**config.mk**
```make
export PLATFORM = sky130hd
export DESIGN_NAME = operand_entry_fsm
export DESIGN_NICKNAME = d
export VERILOG_FILES = /design/src/rtl/operand_entry_fsm_pkg.sv /design/src/rtl/operand_entry_fsm_key_debouncer.sv /design/src/rtl/operand_entry_fsm.sv
export SDC_FILE = /design/constraint.sdc
export NUM_CORES = 1
export LEC_CHECK = 0
export BUFFER_PORTS_ARGS = -buffer_cell sky130_fd_sc_hd__buf_2
export CELL_PAD_IN_SITES_DETAIL_PLACEMENT = 1
export CELL_PAD_IN_SITES_GLOBAL_PLACEMENT = 1
export CORE_ASPECT_RATIO = 0.5
export CORE_UTILIZATION = 50
export CTS_BUF_LIST = sky130_fd_sc_hd__clkbuf_4
export CTS_CLUSTER_DIAMETER = 200
export DETAILED_ROUTE_END_ITERATION = 7
export GPL_ROUTABILITY_DRIVEN = 0
export GPL_TIMING_DRIVEN = 0
export PLACE_DENSITY_LB_ADDON = 0.1
export SLEW_MARGIN = 20
export SYNTH_ARGS = -nofsm -noshare
export SYNTH_HDL_FRONTEND = slang
export SYNTH_SLANG_ARGS = --single-unit
```
**constraint.sdc**
```tcl
create_clock -name clock -period 3.49 [get_ports clock]
set_clock_uncertainty 0.05 [all_clocks]
set_input_delay 0.1745 -clock clock [delete_from_list [all_inputs] [get_ports clock]]
set_output_delay 0.1745 -clock clock [all_outputs]
set_load 0.03 [all_outputs]
```
**src/rtl/operand_entry_fsm_pkg.sv**
```systemverilog
// Shared types and defaults for the operand entry front end.
// Phase codes double as the LED encoding.
package operand_entry_fsm_pkg;

  typedef enum logic [1:0] {
    WAIT_A = 2'b00,
    WAIT_B = 2'b01,
    READY  = 2'b10
  } phase_e;

  localparam int DEFAULT_WIDTH = 8;
  localparam int SYNTH_DEBOUNCE_CYCLES = 500000;
  localparam int SIM_DEBOUNCE_CYCLES = 4;

endpackage

```
**src/rtl/operand_entry_fsm_key_debouncer.sv**
```systemverilog
// Synchronises and debounces one active-low push button.
// Emits a one-cycle pulse after an accepted press.
module key_debouncer
  import operand_entry_fsm_pkg::*;
#(
  parameter int DEBOUNCE_CYCLES = SIM_DEBOUNCE_CYCLES
) (
  input  logic clock,
  input  logic reset,
  input  logic raw_n,
  output logic press_pulse
);

  localparam int CW = $clog2(DEBOUNCE_CYCLES);
  localparam logic [CW-1:0] CNT_LAST = CW'(DEBOUNCE_CYCLES - 1);

  logic          sync1;
  logic          sync2;
  logic          stable;
  logic          prev_stable;
  logic [CW-1:0] cnt;

  always_ff @(posedge clock or posedge reset) begin
    if (reset) begin
      sync1       <= 1'b1;
      sync2       <= 1'b1;
      stable      <= 1'b1;
      prev_stable <= 1'b1;
      cnt         <= '0;
    end else begin
      sync1       <= raw_n;
      sync2       <= sync1;
      prev_stable <= stable;
      if (sync2 == stable) begin
        cnt <= '0;
      end else if (cnt == CNT_LAST) begin
        stable <= sync2;
        cnt    <= '0;
      end else begin
        cnt <= cnt + CW'(1);
      end
    end
  end

  // Only the falling edge of the accepted level is an event.
  assign press_pulse = prev_stable & ~stable;

endmodule

```
**src/rtl/operand_entry_fsm.sv**
```systemverilog
// Captures switch value as operand A then B on debounced enter presses.
// Clear press zeroes both operands and restarts the sequence.
module operand_entry_fsm
  import operand_entry_fsm_pkg::*;
#(
  parameter int WIDTH = DEFAULT_WIDTH,
  parameter int DEBOUNCE_CYCLES = SYNTH_DEBOUNCE_CYCLES
) (
  input  logic             clock,
  input  logic             reset,
  input  logic [WIDTH-1:0] data_in,
  input  logic             enter_n,
  input  logic             clear_n,
  output logic [WIDTH-1:0] op_a,
  output logic [WIDTH-1:0] op_b,
  output logic             operands_valid,
  output logic [1:0]       phase
);

  logic enter_ev;
  logic clear_ev;

  key_debouncer #(.DEBOUNCE_CYCLES(DEBOUNCE_CYCLES)) u_enter (
    .clock       (clock),
    .reset       (reset),
    .raw_n       (enter_n),
    .press_pulse (enter_ev)
  );

  key_debouncer #(.DEBOUNCE_CYCLES(DEBOUNCE_CYCLES)) u_clear (
    .clock       (clock),
    .reset       (reset),
    .raw_n       (clear_n),
    .press_pulse (clear_ev)
  );

  phase_e           state;
  phase_e           state_nx;
  logic [WIDTH-1:0] a_nx;
  logic [WIDTH-1:0] b_nx;
  logic             valid_nx;

  always_ff @(posedge clock or posedge reset) begin
    if (reset) begin
      state          <= WAIT_A;
      op_a           <= '0;
      op_b           <= '0;
      operands_valid <= 1'b0;
    end else begin
      state          <= state_nx;
      op_a           <= a_nx;
      op_b           <= b_nx;
      operands_valid <= valid_nx;
    end
  end

  always_comb begin
    state_nx = state;
    a_nx     = op_a;
    b_nx     = op_b;
    valid_nx = 1'b0;
    if (clear_ev) begin
      state_nx = WAIT_A;
      a_nx     = '0;
      b_nx     = '0;
    end else begin
      case (state)
        WAIT_A: if (enter_ev) begin
          a_nx     = data_in;
          state_nx = WAIT_B;
        end
        WAIT_B: if (enter_ev) begin
          b_nx     = data_in;
          valid_nx = 1'b1;
          state_nx = READY;
        end
        READY: if (enter_ev) begin
          a_nx     = data_in;
          b_nx     = '0;
          state_nx = WAIT_B;
        end
        default: state_nx = WAIT_A;
      endcase
    end
  end

  assign phase = state;

endmodule

```
==> results.md, run 1 <==
- Largest stage delay on the critical path: 0.68 ns
- Tightest Hold Check Type: primary input to asynchronous set/reset pin
- Gr busiest metal: met2
- Sum Neg Setup Slack: 0 ns
- Area growth syn-to-layout: 18.1%
- Worst slack, placed: around 1.4 ns
- RSZ-0062 raised after global routing: false
- First-pass GRT wire length: approximately 12000 um
- Yosys warning count: 0
- Worst rel slew slack: 0.286
- Max VDD drop: 311 uV
- Slew of the pin with the lowest slew margin: 1.06 ns
- Layout Nets: 336
- Required time of the critical path: about 3.8 ns
- H-tree depth: 3
- Initial antenna violation count: 0
- Core Util, Final: 0.621
- CP delay by family, top: compound AO/OA/AOI/OAI gates
- Filler Cells Inserted: between 600 and 700
- I/O pin count: 31
- Comb power frac: 0.043
- Worst Hold Slack: 0.243 ns
- Met3 usage: 0.0679
- Share of layout cells above drive strength 1: 0.202
- Starting density of the core: 0.526
- Inst Count DP: 373
- Switching part of the total: 0.236
- R2R Setup Slk: 1.40 ns
- Final period util: 0.598
- Vias in the first global route: roughly 2.4k
- Clk_lat worst skew: 0.44 ns
- Final ANT Viol Nets: 0
- Site row count: 19
- Cell Count, Final, Fillers Out: 400
- Synth Instances: 269
- Switching pwr: between 0.3 and 0.4 mW
- Post-synth cell types: 39
- Area of the core: 0.00554 mm^2
- Antenna cells: 0
- Clk buf depth: 2
- Worst setup margin: approximately 1.4 ns
- WS Path Type: flop to flop
- Root buffer cell: clkbuf_4
- Crit start category: flop
- Highest clock rate: 479 MHz
- I/O Buffers: 30
- Post-CTS Resized: 0
- Final hold vios: 0
- Vias: 2291
- Die ar.: 0.00616 mm^2
- Highest-delay cell along the critical path: o41ai_4
- Total power: about 1.4 mW
- Post-synthesis sequential element count: 65
- GR Layer Usage met2: 0.457
- Final Instance Area: 0.00344 mm^2
- CTS tree: yes
- Largest net degree at the start of global routing: 35
- Detailed Place HPWL: ~4600 um
- Pwr/cell area: 407 mW/mm^2
- Final WL: 7000 um
- Die height: 56.0 um
- Grt ovf: 0
- CP max FO: 10
- Syn Nets: 283
- Drt first pass iters: 4
- Arr. time, crit path: between 2 and 2.5 ns
- Synthesized area: 0.00292 mm^2
- Num CTS Buffers: 9
- Routed WL per cell: roughly 17 um
- Hold_buf cts: 11
- Sequential area share after synthesis: 0.561
- Post-DP Area: 0.00318 mm^2
- Clock slew at reported path FFs: around 0.11 ns
- Max Cap Violations: 0
- Die X: 110 um
- R2r startpoint: u_enter.cnt[11]
- Post CTS Setup Buffer Count: 0
- # clock sinks: 65
- Outcome: complete, no violations
- DRC Markers: 0
- Avg Cell Area, Syn: 10.8 um^2
- WP buf/inv: 1
- Final Critical Period: 2.09 ns
- Pint: 1.07 mW
- Crit. End Element: flop
- CP cell instances: nor4_1 > nand4_1 > o41ai_4 > buf_6 > nor2_1
- Sequential Power Share: 0.550
- GRT Overall Usage: 0.259
- Initial DRC count: 90
- Grt met1 use: 0.301
- Worst r2r path cells: 5
- Clock power share: 0.407
- Crit Reg-Reg Endpoint: u_enter.cnt[8]
- Leak: 1.57 nW
- Max-slew violations: 0
- Vias per cell: about 5.7
- Final setup violation count: 0
==> flip-flops by register name, summed over array words and instances, names as in the netlist, 2 cells and up <==
| register | count |
|---|---|
| phase | 2 |
| op_b | 8 |
| op_a | 8 |
| u_clear.cnt | 19 |
| u_enter.cnt | 19 |
==> cell families after synthesis <==
family | synth area share
xor gates and xnor gates | 0.0871
adders and majority gates | 0.00858
buffers and inverters | 0.0202
AOI/OAI and AO/OA | 0.0983
DFF | 0.561
muxes | 0.00772
and+or+nand+nor | 0.217
==> cells in the final DEF (no fill, tap or decap), types with 2 or more instances in the layout <==
| cell | instances |
|---|---|
| a21oi_1 | 11 |
| ha_1 | 2 |
| clkbuf_4 | 9 |
| xnor2_1 | 16 |
| xor2_1 | 13 |
| buf_2 | 34 |
| and4_1 | 4 |
| nor3_1 | 5 |
| dfstp_2 | 8 |
| or4_1 | 2 |
| or3_1 | 6 |
| o31ai_1 | 2 |
| nand3_1 | 16 |
| clkinv_2 | 2 |
| bufinv_16 | 2 |
| nor4_1 | 7 |
| and2_1 | 3 |
| nand2_1 | 13 |
| mux2_2 | 2 |
| nor2b_1 | 5 |
| nand4_1 | 12 |
| dfrtp_1 | 57 |
| and3_1 | 3 |
| inv_1 | 3 |
| clkbuf_1 | 2 |
| dlygate4sd3_1 | 11 |
| nor2_1 | 38 |
| clkinv_1 | 2 |
| o21ai_0 | 5 |
| a22o_1 | 15 |
==> area by class of cell <==
cell class | instances | area (um^2) | area share
Multi-Input combinational cell | 192 | 1220 | 0.354
Clock inverter | 7 | 85.1 | 0.0247
Inverter | 4 | 17.5 | 0.00509
Tap cell | 73 | 91.3 | 0.0265
Timing Repair Buffer | 42 | 280 | 0.0814
Buffer | 8 | 43.8 | 0.0127
Sequential cell | 65 | 1640 | 0.475
Clock buffer | 9 | 67.6 | 0.0196
==> synth_stat cells, drive strengths merged <==
cell	number	share of area
nand3b	1	0.0026
xor2	13	0.039
nor2	38	0.049
ha	2	0.0086
nor4	7	0.015
and3	3	0.0064
o41ai	2	0.012
or4b	1	0.0034
or3	6	0.013
a2bb2oi	1	0.0030
inv	4	0.0051
o31ai	2	0.0051
dfstp	8	0.072
xnor2	16	0.048
nand2	13	0.017
a31oi	1	0.0021
nand4	13	0.030
mux2	2	0.0077
nand2b	1	0.0021
dfrtp	57	0.49
nor3	5	0.0086
clkbuf	3	0.0043
nor4b	1	0.0030
nand4b	1	0.0030
o21ai	6	0.012
nand3	16	0.027
a21oi	11	0.019
and4	4	0.012
or2	1	0.0021
and2	3	0.0064
a22o	15	0.045
nor2b	5	0.011
or4	2	0.0051
buf	5	0.011
==> routing by layer <==
| metal | vias to the layer above | part of all wire |
|---|---|---|
| met3 | 8 | 0.026 |
| met5 | - | 0 |
| met1 | 1199 | 0.44 |
| met4 | 0 | 0.0097 |
| li1 | 1066 | - |
| met2 | 18 | 0.52 |
==> worst reg2reg max path, delay by kind of cell, from the launching register on <==
kind	cells	cell delay, ns
compound gates	1	0.68
buf+inv	1	0.23
flops	1	0.46
simple gates	3	0.57
==> worst max-delay path by stage <==
stage               startpoint               to  slack, ns  cells past startpoint
6_report       u_enter.cnt[11]   u_enter.cnt[8]       1.40                      5
5_1_grt         u_clear.cnt[0]  u_clear.cnt[14]       1.24                      7
4_1_cts         u_clear.cnt[0]  u_clear.cnt[11]       1.40                      7
3_5_place_dp    u_clear.cnt[0]  u_clear.cnt[11]       1.42                      7
3_3_place_gp             reset  u_enter.cnt[16]       0.91                      2
2_1_floorplan            reset          op_a[0]       1.65                      1
==> power by group through the flow <==
stage          clock network, mW  registers [mW]  logic, mW
2_1_floorplan                  0           0.782     0.0296
3_3_place_gp                   0           0.784     0.0449
3_5_place_dp                   0           0.784     0.0505
4_1_cts                    0.578           0.770     0.0606
5_1_grt                    0.607           0.772     0.0672
6_report                   0.570           0.770     0.0597
Note: power is estimated with default switching activity, not from simulation.
==> inputs of run 2 (changes only) <==
Settings changed: CORE_UTILIZATION 50 to 43.
Clock period 3.49 ns to 1.9 ns, I/O delays scaled along.
==> results.md, run 2 (same netlist as run 1, synthesis figures left out) <==
- Site row count: 20
- Area growth syn-to-layout: 20.9%
- Max-slew violations: 0
- R2r startpoint: u_clear.cnt[5]
- Slew of the pin with the lowest slew margin: 0.684 ns
- Drt first pass iters: 4
- Clk buf depth: 2
- CTS tree: yes
- H-tree depth: 3
- Worst Hold Slack: approximately 0.15 ns
- DRC Markers: 0
- Filler Cells Inserted: 735
- Die height: 60.2 um
- Required time of the critical path: between 2 and 2.5 ns
- Final hold vios: 0
- CP max FO: 7
- Final WL: 7320 um
- Max Cap Violations: 0
- I/O pin count: 31
- Outcome: complete, no violations
- Pwr/cell area: between 600 and 700 mW/mm^2
- Final setup violation count: 0
- Vias in the first global route: 2474
- Starting density of the core: 0.462
- Worst rel slew slack: 0.543
- # clock sinks: 65
- Vias: 2274
- Arr. time, crit path: between 2 and 2.5 ns
- Crit Reg-Reg Endpoint: u_clear.cnt[18]
- Final Critical Period: 1.82 ns
- Most common cell after layout, fill and taps aside: dfrtp_1
- Initial antenna violation count: 0
- Core Util, Final: 0.559
- Most frequent cells in the layout: dfrtp_1, nor2_1, buf_2, xnor2_1
- Leak: 1.59 nW
- R2R Setup Slk: ~0.075 ns
- Top Registers: u_clear.cnt: 19 flops, u_enter.cnt: 19 flops
- Max VDD drop: around 270 uV
- Worst r2r path cells: 6
- Layout Nets: 342
- Tightest Hold Check Type: primary input to asynchronous set/reset pin
- Final period util: 0.960
- Crit. End Element: flop
- WS Path Type: flop to flop
- Antenna cells: 0
- Routed WL per cell: 17.4 um
- Initial DRC count: 89
- I/O Buffers: 30
- Detailed Place HPWL: 4730 um
- Num CTS Buffers: 9
- Clock slew at reported path FFs: 0.10 ns
- Clk_lat worst skew: 0.42 ns
- First-pass GRT wire length: 12100 um
- Highest clock rate: between 500 and 600 MHz
- Root buffer cell: clkbuf_4
- Vias per cell: 5.40
- Die ar.: 0.00713 mm^2
- Grt ovf: 0
- Share of layout cells above drive strength 1: 0.246
- Area of the core: 0.00631 mm^2
- Die X: around 120 um
- Crit start category: flop
- Final ANT Viol Nets: 0
- GRT Overall Usage: 0.229
- Largest net degree at the start of global routing: 39
==> run 2: cell types whose count changed in the layout (fill, tap and decap cells not counted), moves of 2 or more <==
cell / delta
bufinv_16: -2
buf_4: +7
nor2_1: -2
clkinv_2: -2
nor2_2: +2
nor4_1: -2
nand3_2: +2
nand3_1: -2
buf_2: -2
clkbuf_4: +6
nor4_2: +2
==> run 2: what timing repair did <==
item,CTS,global route
hold endpoints to repair,79,0
buffers inserted,3,3
resized for setup,6,9
setup endpoints to repair,37,28
pin swaps,2,5
hold buffers,11,0
==> run 2: routing by layer <==
| metal | share of wire | global-route usage |
|---|---|---|
| met5 | 0 | 0 |
| met1 | 0.42 | 0.255 |
| met3 | 0.031 | 0.0792 |
| met2 | 0.52 | 0.413 |
| met4 | 0.019 | 0.0976 |
==> run 2: worst max-delay path by stage <==
stage                         start         endpoint  depth (start not counted)
global route        u_enter.cnt[12]   u_enter.cnt[0]                          6
global placement              reset   u_clear.cnt[9]                          2
floorplan           u_enter.cnt[11]   u_enter.cnt[8]                          5
CTS                 u_enter.cnt[11]   u_enter.stable                          4
detailed placement   u_clear.cnt[0]   u_clear.cnt[1]                          7
finish               u_clear.cnt[5]  u_clear.cnt[18]                          6
==> run 2: cell type report <==
type,instances,area (um^2),share of cell area
Timing Repair Buffer,48,325,0.0923
Clock inverter,2,7.51,0.00213
Inverter,4,17.5,0.00497
Sequential cell,65,1640,0.465
Buffer,8,48.8,0.0138
Tap cell,88,110,0.0312
Clock buffer,14,105,0.0298
Multi-Input combinational cell,192,1270,0.361
==> run 2: where the power goes <==
| group | switching (mW) | internal [mW] | total [mW] |
|---|---|---|---|
| clock | 0.478 | 0.336 | 0.814 |
| combinational | 0.0691 | 0.0498 | 0.119 |
| sequential | 0.0138 | 1.40 | 1.41 |
==> run 2: critical path: stages (launching register included) <==
cell and delay (ns):
dfrtp_1 0.34, clkbuf_2 0.18, and4_4 0.28, nand4_1 0.22, buf_4 0.22, or3_1 0.30, a21oi_1 0.15
==> run 2: metrics by stage <==
stage	power [mW]	cells	TNS, ns	worst slack (ns)	instance area, um^2
3_3_place_gp	1.52	387	-39.30	-0.622	3180
3_5_place_dp	1.54	388	-4.71	-0.235	3200
6_report	2.35	421	0	0.0751	3530
4_1_cts	2.38	418	0	0.0278	3480
2_1_floorplan	1.49	269	0	0.118	2920
5_1_grt	2.44	421	-0.0509	-0.0168	3530
==> inputs of run 3 (changes only) <==
Settings changed: BUFFER_PORTS_ARGS -buffer_cell sky130_fd_sc_hd__buf_2 to default, CAP_MARGIN from default to 20, CORE_UTILIZATION 43 to 47, DONT_BUFFER_PORTS from default to 1.
==> results.md, run 3 (same netlist as run 1, synthesis figures left out) <==
- Area growth syn-to-layout: 17.0%
- Starting density of the core: 0.509
- Final WL: 6870 um
- Area of the core: roughly 0.0057 mm^2
- Tightest Hold Check Type: primary input to asynchronous set/reset pin
- Grt ovf: 0
- Highest-delay cell along the critical path: dfrtp_2
- Initial antenna violation count: 0
- Antenna cells: 0
- DRC Markers: 0
- Max-slew violations: 0
- Detailed Place HPWL: 4400 um
- CP cell instances: nor4_4 > nand4_1 > nor4_2 > mux2_2
- Die ar.: around 0.0065 mm^2
- GRT Overall Usage: 0.231
- Sum Neg Setup Slack: 0 ns
- Clk_lat worst skew: 0.42 ns
- Clk buf depth: 2
- Sequential Power Share: 0.620
- H-tree depth: 3
- Vias per cell: 5.66
- Top Registers: u_clear.cnt: 19 flops, u_enter.cnt: 19 flops
- Final ANT Viol Nets: 0
- Slew of the pin with the lowest slew margin: 0.617 ns
- Highest clock rate: 542 MHz
- Initial DRC count: 102
- Total power: 2.28 mW
- Final Critical Period: 1.84 ns
- Crit Reg-Reg Endpoint: u_enter.stable
- Num CTS Buffers: 9
- Pwr/cell area: 670 mW/mm^2
- Switching pwr: 0.556 mW
- CTS tree: yes
- Vias: 2203
- I/O pin count: 31
- Arr. time, crit path: 2.15 ns
- Most frequent cells in the layout: dfrtp_1, nor2_1, xnor2_1, a22o_1, nand3_1
- Outcome: complete, no violations
- Crit. End Element: flop
- Crit start category: flop
- CP max FO: 4
- WP buf/inv: 0
- Clock power share: 0.334
- Final setup violation count: 0
- CP delay by family, top: simple AND/OR/NAND/NOR gates
- R2r startpoint: u_enter.cnt[11]
- Comb power frac: 0.046
- Filler Cells Inserted: 626
- Share of layout cells above drive strength 1: 0.197
- Max Cap Violations: 0
- First-pass GRT wire length: 11400 um
- R2R Setup Slk: 0.06 ns
- Site row count: 19
- Die X: about 110 um
- Inst Count DP: 354
- # clock sinks: 65
- Root buffer cell: clkbuf_4
- Worst rel slew slack: 0.587
- Final period util: 0.971
- Final hold vios: 0
- Routed WL per cell: 17.7 um
- Die height: 57.7 um
- Layout Nets: 314
- Leak: 1.46 nW
- RSZ-0062 raised after global routing: true
- Most common cell after layout, fill and taps aside: dfrtp_1
- Max VDD drop: 325 uV
- Drt first pass iters: 4
- I/O Buffers: 0
- Worst r2r path cells: 4
- Largest stage delay on the critical path: 0.45 ns
- Switching part of the total: 0.244
- Pint: 1.73 mW
- WS Path Type: flop to flop
- Cell Count, Final, Fillers Out: 389
- Required time of the critical path: about 2.2 ns
- Clock slew at reported path FFs: 0.10 ns
- Largest net degree at the start of global routing: 35
- Vias in the first global route: 2280
==> run 3: changes by cell type in the layout (fill, tap and decap cells not counted), moves of 2 or more <==
cell	change
buf_2	-29
buf_4	+2
clkbuf_4	-4
clkinv_2	+3
dfrtp_1	-3
dfrtp_2	+3
nor2_4	+2
==> run 3: per-stage QoR <==
stage	worst slack [ns]	area, um^2	util	hold WS, ns
final	0.0550	3410	0.595	0.113
after detailed placement	-0.191	3040	0.531	-0.0481
after floorplan	0.118	2920	-	0.0495
after global placement	-0.506	3020	0.527	0.0496
after global routing	-0.0444	3410	0.595	0.130
after CTS	0.00654	3310	0.577	0.100
==> run 3: power by group through the flow <==
stage                     Combinational (mW)  Sequential, mW  Clock [mW]
final                                  0.106            1.42       0.762
after floorplan                       0.0545            1.44           0
after global placement                0.0697            1.44           0
after CTS                              0.107            1.41       0.789
after global routing                   0.123            1.42       0.844
after detailed placement              0.0780            1.44           0
==> run 3: layout make-up <==
type / count / area (um^2) / area share
Sequential cell: 65 / 1640 / 0.481
Inverter: 4 / 17.5 / 0.00514
Clock buffer: 11 / 82.6 / 0.0242
Clock inverter: 5 / 22.5 / 0.00661
Multi-Input combinational cell: 192 / 1300 / 0.382
Tap cell: 84 / 105 / 0.0308
Timing Repair Buffer: 20 / 190 / 0.0558
Buffer: 8 / 46.3 / 0.0136
==> run 3: worst max path at each step <==
stage | startpoint | endpoint | cells past startpoint
floorplan | u_enter.cnt[11] | u_enter.cnt[8] | 5
global placement | reset | u_enter.cnt[15] | 1
detailed placement | u_clear.cnt[0] | u_clear.cnt[8] | 7
CTS | u_enter.cnt[11] | u_enter.stable | 4
global route | u_enter.cnt[11] | u_enter.stable | 4
finish | u_enter.cnt[11] | u_enter.stable | 4
==> run 3: metal layers <==
layer / global-route usage / vias to the layer above / wire length [um]
met2: 0.395 / 38 / 3560
met3: 0.0659 / 15 / 243
li1: - / 1028 / -
met1: 0.280 / 1122 / 2940
met4: 0.103 / 0 / 126
met5: 0 / - / 0
==> run 3: timing repair <==
action / in CTS / in global routing
setup buffers: 3 / 5
pin swaps: 2 / 0
hold endpoints to repair: 79 / 0
hold buffers: 11 / 0
resized for setup: 5 / 18
cloned: 0 / 0
setup endpoints to repair: 44 / 43
